==> src/rtl/mont_pkg.sv <==
// Shared constants and state type for the Montgomery-domain encoder and the
// multiply/reduction stages that sit next to it in the NTT datapath.
package mont_pkg;

    localparam int unsigned MONT_Q   = 3329;
    localparam int unsigned MONT_K   = 18;
    localparam int unsigned MONT_DW  = 16;

    // 2^18 mod Q and 2^36 mod Q, reused by the later multiply stage
    localparam int unsigned R_MOD_Q  = 2482;
    localparam int unsigned R2_MOD_Q = 1674;

    typedef enum logic [1:0] {
        IDLE,
        RUN,
        DONE
    } enc_state_t;

endpackage

==> src/rtl/mod_dbl_add.sv <==
// One Horner step of modular double-and-add: o_acc = (2*i_acc + i_b) mod Q.
// Requires i_acc < Q <= 2^(DW-1), so one conditional subtract is enough.
module mod_dbl_add #(
    parameter int unsigned DW = 16,
    parameter int unsigned Q  = 3329
) (
    input  logic [DW-1:0] i_acc,
    input  logic          i_b,
    output logic [DW-1:0] o_acc
);

    localparam logic [DW:0] Q_EXT = (DW+1)'(Q);

    logic [DW:0] w_t;

    assign w_t   = {i_acc, 1'b0} + {{DW{1'b0}}, i_b};
    assign o_acc = (w_t >= Q_EXT) ? DW'(w_t - Q_EXT) : DW'(w_t);

endmodule

==> src/rtl/mont_dom_enc.sv <==
// Serial Montgomery-domain encoder: y = (x * 2^K) mod Q, computed MSB first by
// Horner's rule over the DW data bits followed by K zero bits.
module mont_dom_enc
    import mont_pkg::*;
#(
    parameter int unsigned Q  = MONT_Q,
    parameter int unsigned DW = MONT_DW,
    parameter int unsigned K  = MONT_K
) (
    input  logic          clk,
    input  logic          rst_n,
    input  logic          in_valid,
    output logic          in_ready,
    input  logic [DW-1:0] in_data,
    output logic          out_valid,
    input  logic          out_ready,
    output logic [DW-1:0] out_data,
    output logic          busy
);

    localparam int unsigned   STEPS = DW + K;
    localparam int unsigned   CW    = $clog2(STEPS);
    localparam logic [CW-1:0] LAST  = CW'(STEPS - 1);

    enc_state_t    r_state;
    enc_state_t    w_next;
    logic [DW-1:0] r_shift;
    logic [DW-1:0] r_acc;
    logic [DW-1:0] w_acc_nxt;
    logic [CW-1:0] r_cnt;
    logic          w_load;
    logic          w_step;

    // Zero fill means the MSB feeds b = 0 automatically once the data bits run out
    mod_dbl_add #(
        .DW (DW),
        .Q  (Q)
    ) u_step (
        .i_acc (r_acc),
        .i_b   (r_shift[DW-1]),
        .o_acc (w_acc_nxt)
    );

    always_ff @(posedge clk or negedge rst_n) begin
        if (!rst_n) begin
            r_state <= IDLE;
        end else begin
            r_state <= w_next;
        end
    end

    always_comb begin
        w_next = r_state;
        w_load = 1'b0;
        w_step = 1'b0;
        case (r_state)
            IDLE: begin
                if (in_valid) begin
                    w_load = 1'b1;
                    w_next = RUN;
                end
            end
            RUN: begin
                w_step = 1'b1;
                if (r_cnt == LAST) begin
                    w_next = DONE;
                end
            end
            DONE: begin
                if (out_ready) begin
                    w_next = IDLE;
                end
            end
            default: w_next = IDLE;
        endcase
    end

    always_ff @(posedge clk or negedge rst_n) begin
        if (!rst_n) begin
            r_shift <= '0;
            r_acc   <= '0;
            r_cnt   <= '0;
        end else if (w_load) begin
            r_shift <= in_data;
            r_acc   <= '0;
            r_cnt   <= '0;
        end else if (w_step) begin
            r_shift <= {r_shift[DW-2:0], 1'b0};
            r_acc   <= w_acc_nxt;
            r_cnt   <= r_cnt + CW'(1);
        end
    end

    // acc is frozen outside RUN, so it doubles as the held output register
    assign in_ready  = (r_state == IDLE);
    assign out_valid = (r_state == DONE);
    assign busy      = (r_state != IDLE);
    assign out_data  = r_acc;

endmodule

==> config.mk <==
export PLATFORM = sky130hd
export DESIGN_NAME = mont_dom_enc
export DESIGN_NICKNAME = d
export VERILOG_FILES = /design/src/rtl/mont_pkg.sv /design/src/rtl/mod_dbl_add.sv /design/src/rtl/mont_dom_enc.sv
export SDC_FILE = /design/constraint.sdc
export NUM_CORES = 1
export LEC_CHECK = 0
export CORE_UTILIZATION = 51
export CTS_CLUSTER_DIAMETER = 100
export DETAILED_ROUTE_END_ITERATION = 10
export HOLD_SLACK_MARGIN = 0.05
export PLACE_DENSITY = 0.79
export SLEW_MARGIN = 25
export SYNTH_ARGS = -nofsm -noshare
export SYNTH_HDL_FRONTEND = slang
export SYNTH_SLANG_ARGS = --single-unit
==> constraint.sdc <==
create_clock -name clk -period 3.25 [get_ports clk]
set_clock_uncertainty 0.15 [all_clocks]
set_input_delay 0.325 -clock clk [delete_from_list [all_inputs] [get_ports clk]]
set_output_delay 0.325 -clock clk [all_outputs]
set_load 0.05 [all_outputs]
# == Word-level counts from Yosys, hierarchy flattened ==
# Cells that the tools add are included.
# op_classes
n_reduce_logical,4
n_addsub,3
muxes,14
order_cmp,1
eq_ne,6
# ops
operator,n
$mux 16,5
$add 17x1->17,1
$ge 17x12->1 const B,1
$sub 16x12->16 const B,1
$mux 6,2
$add 6x1->6 const B,1
$eq 6x6->1 const B,1
$mux 2,3
$pmux 2 s3,1
$ne 2x2->1 const B,2
$reduce_bool 2->1,2
$mux 1,3
$reduce_and 3->1,1
$eq 2x1->1 const B,1
$eq 2x2->1 const B,1
$logic_not 2->1,1
$ne 2x1->1 const B,1
# word_totals
word_cells,32
register_bits,40
output_inout_bits,19
inputBits,20

# == Longest topological paths before layout ==
# logic_depth
word_depth,5
mapped_depth,9
ltp_nobuf,7

# == By module ==
# Synthesis repeated with hierarchy kept, for this count alone.
# hier_totals
cells_unflattened,250
hier_area_um2,2363.5
# modules_own_cells
mod,area_each_um2,seq_area_each_um2,cells_each,instances
mont_dom_enc,1864.3,1001.0,181,1
mod_dbl_add,499.2,0.0,69,1

# == Worst setup path before layout ==
# Ideal clock, no wire load.
# synth_timing
path_type,flip-flop to flip-flop
from,register r_acc[8] (netlist: out_data[8])
to,register r_acc[11] (netlist: out_data[11])
t_arrival_ns,2.377
path_stages_with_launch,9
period_less_slack_ns,2.650
path_slack_ns,0.600
t_required_ns,2.977
setup_time_ns,0.123
path_buffers,2
cell_sequence,dfrtp_1 -> and3_1 -> or4_4 -> or4b_4 -> buf_6 -> buf_8 -> nand3_1 -> xor2_1 -> o21ai_1
# synth_between
elab_chain_cells,5
word_cells_on_any_way,6
classes_between,add/sub: 2; order compare: 1; mux: 3
# synth_lines
item,line_no,rtl
from (decl),mont_dom_enc.sv:28,logic [DW-1:0] r_acc;
from (signal assigned),mont_dom_enc.sv:89,r_acc <= w_acc_nxt;
$add 17x1->17 (*),mod_dbl_add.sv:16,"assign w_t = {i_acc, 1'b0} + {{DW{1'b0}}, i_b};"
$sub 16x12->16 / $ge 17x12->1 (equally long branches),mod_dbl_add.sv:17,assign o_acc = (w_t >= Q_EXT) ? DW'(w_t - Q_EXT) : DW'(w_t);
$mux 16 (*),mod_dbl_add.sv:17,
$mux 16 (*),mont_dom_enc.sv:87,end else if (w_step) begin
$mux 16 (*),mont_dom_enc.sv:83,end else if (w_load) begin
# Every way passes the cells marked *; elsewhere a longest branch is shown, timed or not. The select of a mux whose other input is x is not followed.
# A chain may end at the register's enable or synchronous reset.

# == Final worst setup path ==
# layout_timing
from,register r_acc[2] (netlist: out_data[2])
to,register r_acc[6] (netlist: out_data[6])
# The elaborated chain is that of the path after synthesis.

==> results.sh <==
export IMPL_run_status="finished clean"
export IMPL_dieArea_sq_um=4260
export IMPL_cts_max_level=2
export IMPL_synth_edff_count=0
export IMPL_cellLeakagePower_nw=1.12
export IMPL_place_ws_ps=710
export IMPL_final_cells=307
export IMPL_antenna_found_initial=0
export IMPL_drt_iter0_markers=133
export IMPL_placed_area_sq_um=2420
export IMPL_rows=22
export IMPL_path_max_fanout=15
export IMPL_timing_final_crit_share_pct=78.1
export IMPL_cts_buffers=5
export IMPL_finalMaxSlewViolations=0
export IMPL_fin_tns_setup_ps=0
export IMPL_routed_wl_mm=4.21
export IMPL_final_core_util_pct=67.4
export IMPL_vias=1733
export IMPL_finalCriticalPeriod_ps=2540
export IMPL_synth_top_area_share_pct=49.0
export IMPL_rrSetupSlack_ps=710
export IMPL_ys_flop_type="dfrtp_1"
export IMPL_die_h_microns=65.3
export IMPL_cp_end_kind="flop"
export IMPL_port_buffers=38
export IMPL_async_reset_ff_share_pct=100
export IMPL_max_vdd_ir_drop_uv=444
export IMPL_synthToLayoutAreaGrowth_pct=23.7
export IMPL_finalPower_mw=2.89
export IMPL_grt_pass1_vias=1680
export IMPL_antenna_left=0
export IMPL_yosys_warnings=0
export IMPL_yosysMostFrequentCell="nand2_1"
export IMPL_cts_root_buf="clkbuf_8"
export IMPL_cp_arrival_ps=2530
export IMPL_nNetsFinal=282
export IMPL_worst_slack_ps=713
export IMPL_start_util_pct=54.5
export IMPL_holdCritPathClass="flop to flop"
export IMPL_grt_pass1_wl_mm=7.33
export IMPL_synth_compound_area_share_pct=15.4
export IMPL_drv_cap=0
export IMPL_clock_latency_ps=290
export IMPL_clock_sinks=40
export IMPL_yosys_area_top_type="dfrtp_1"
export IMPL_drt_pass1_iter_count=4
export IMPL_cts_tree="yes"
export IMPL_ys_top_cells_by_area="dfrtp_1, nand2_1, a22oi_1"
export IMPL_cts_resized=0
export IMPL_die_x_microns=65.3
export IMPL_syn_area_per_cell_sq_um=9.20
export IMPL_overflow=0
export IMPL_crit_path_start_kind="flop"
export IMPL_dp_cells=298
export IMPL_grt_max_degree=41
export IMPL_wl_per_cell_microns=13.7
export IMPL_whs_path_depth=2
export IMPL_syn_nets=246
export IMPL_grtUsageTotal_pct=22.7
export IMPL_antennaDiodeCount=0
export IMPL_worstSetupPathType="flop to flop"
export IMPL_vias_per_cell=5.64
export IMPL_ioPinCount=39
export IMPL_clk_pin_slew_ps=70
export IMPL_holdWs_ps=333
export IMPL_fin_area_sq_um=2520
export IMPL_hold_end="r_shift[13]"
export IMPL_finalHoldViolCount=0
export IMPL_worstMarginPinSlew_ps=876
export IMPL_synth_common_cells="nand2_1, dfrtp_1, nand3_1"
export IMPL_max_freq_mhz=394
export IMPL_rr_endpoint="out_data[6]"
export IMPL_syn_instance_count=222
export IMPL_synthMuxAreaShare_pct=0
export IMPL_synth_xor_area_share_pct=6.43
export IMPL_maxSlewHeadroom_pct=41.6
export IMPL_synth_simple_area_share_pct=21.8
export IMPL_min_from="r_shift[13]"
export IMPL_cts_buffer_depth=2
export IMPL_ys_seq_area_share_pct=49.0
export IMPL_cellPowerDensity_nw_per_um2=1140
export IMPL_hpwlAfterDp_mm=2.93
export IMPL_synth_top_family_by_area="simple AND/OR/NAND/NOR gates"
export IMPL_yosysUniqueCellTypes=36
export IMPL_final_layout_size_suffix_gt1_share_pct=5.79
export IMPL_grt_setup_unrepaired="false"
export IMPL_netlist_area_sq_um=2040
export IMPL_synthAdderAreaFrac_pct=2.45
export IMPL_reg2reg_depth=6
export IMPL_required_ps=3240
export IMPL_core_sq_um=3740
export IMPL_timing_rr_start="out_data[2]"
export IMPL_gp_congestion=0.840
export IMPL_ys_ff_latch=40
export IMPL_drc_errors=0
export IMPL_setup_violations_final=0
==> flip-flops by register name, indices dropped and copies added, names as in the netlist <==
| register | cells |
|---|---|
| r_shift | 16 |
| out_data | 16 |
| r_state | 2 |
| r_cnt | 6 |
==> metal layers <==
layer  up-vias  share of wire (%)  GRT usage (%)
met5         -                  0              0
met4         0               0.24           7.34
met3         2                5.1           6.25
met2        47                 51           39.0
met1       838                 43           27.4
li1        846                  -              -
==> layout by cell type, fill, tap and decap left out, drive strengths merged <==
master | Yosys | layout
a21oi | 2 | 2
inv | 6 | 6
a31oi | 1 | 1
o31ai | 1 | 1
a311oi | 2 | 2
nand2 | 46 | 46
o21ai | 22 | 22
xor2 | 12 | 12
nor4 | 2 | 2
a21o | 3 | 3
xnor2 | 3 | 3
dlygate4sd3 | 0 | 1
nand3 | 22 | 22
or4 | 1 | 1
a22o | 2 | 2
clkdlybuf4s50 | 0 | 37
nand2b | 1 | 1
ha | 4 | 4
a22oi | 15 | 15
and2 | 1 | 1
dfrtp | 40 | 40
nor2 | 9 | 9
nand3b | 1 | 1
nor2b | 2 | 2
nor3 | 2 | 2
or4b | 1 | 1
clkbuf | 9 | 8
buf | 3 | 4
nand4 | 3 | 3
nand4b | 1 | 1
o211ai | 1 | 1
and4 | 1 | 1
and3 | 2 | 2
==> worst max path at each step <==
| stage | startpoint | end | slack [ps] | cells past startpoint |
|---|---|---|---|---|
| floorplan | out_data[8] | out_data[11] | 600 | 8 |
| global placement | out_data[2] | out_data[6] | 810 | 6 |
| detailed placement | out_data[2] | out_data[6] | 710 | 6 |
| CTS | out_data[2] | out_data[6] | 700 | 6 |
| global route | out_data[2] | out_data[6] | 580 | 6 |
| finish | out_data[2] | out_data[6] | 710 | 6 |
==> cell type report <==
class,instances,area (sq um)
repair buffers,42,408
clock buffers,8,90.1
fillers,342,1220
multi-input cells,163,943
inverters,6,22.5
flip-flops and latches,40,1000
well taps,48,60.1
==> logic make-up after synthesis <==
family / count (synthesis)
buffers and inverters: 19
AOI/OAI and AO/OA: 49
adders and majority gates: 4
and+or+nand+nor: 95
xor gates and xnor gates: 15
DFF: 40
==> power by group <==
| part | switching [mW] | internal (mW) |
|---|---|---|
| Clock | 0.163 | 0.173 |
| Combinational | 0.980 | 0.595 |
| Sequential | 0.241 | 0.735 |
| Total | 1.38 | 1.50 |
==> timing repair <==
action                    4_1_cts  5_1_grt
hold buffers                    1        0
setup buffers                   0        0
hold endpoints to repair       40        0
==> critical path, stage by stage (launching register included) <==
cell and delay, ps:
dfrtp_1 430, nor3_1 560, a311oi_1 200, or4b_4 630
nand4b_1 150, xor2_1 160, o21ai_0 100
No activity file was read; power rests on OpenSTA's default activity.
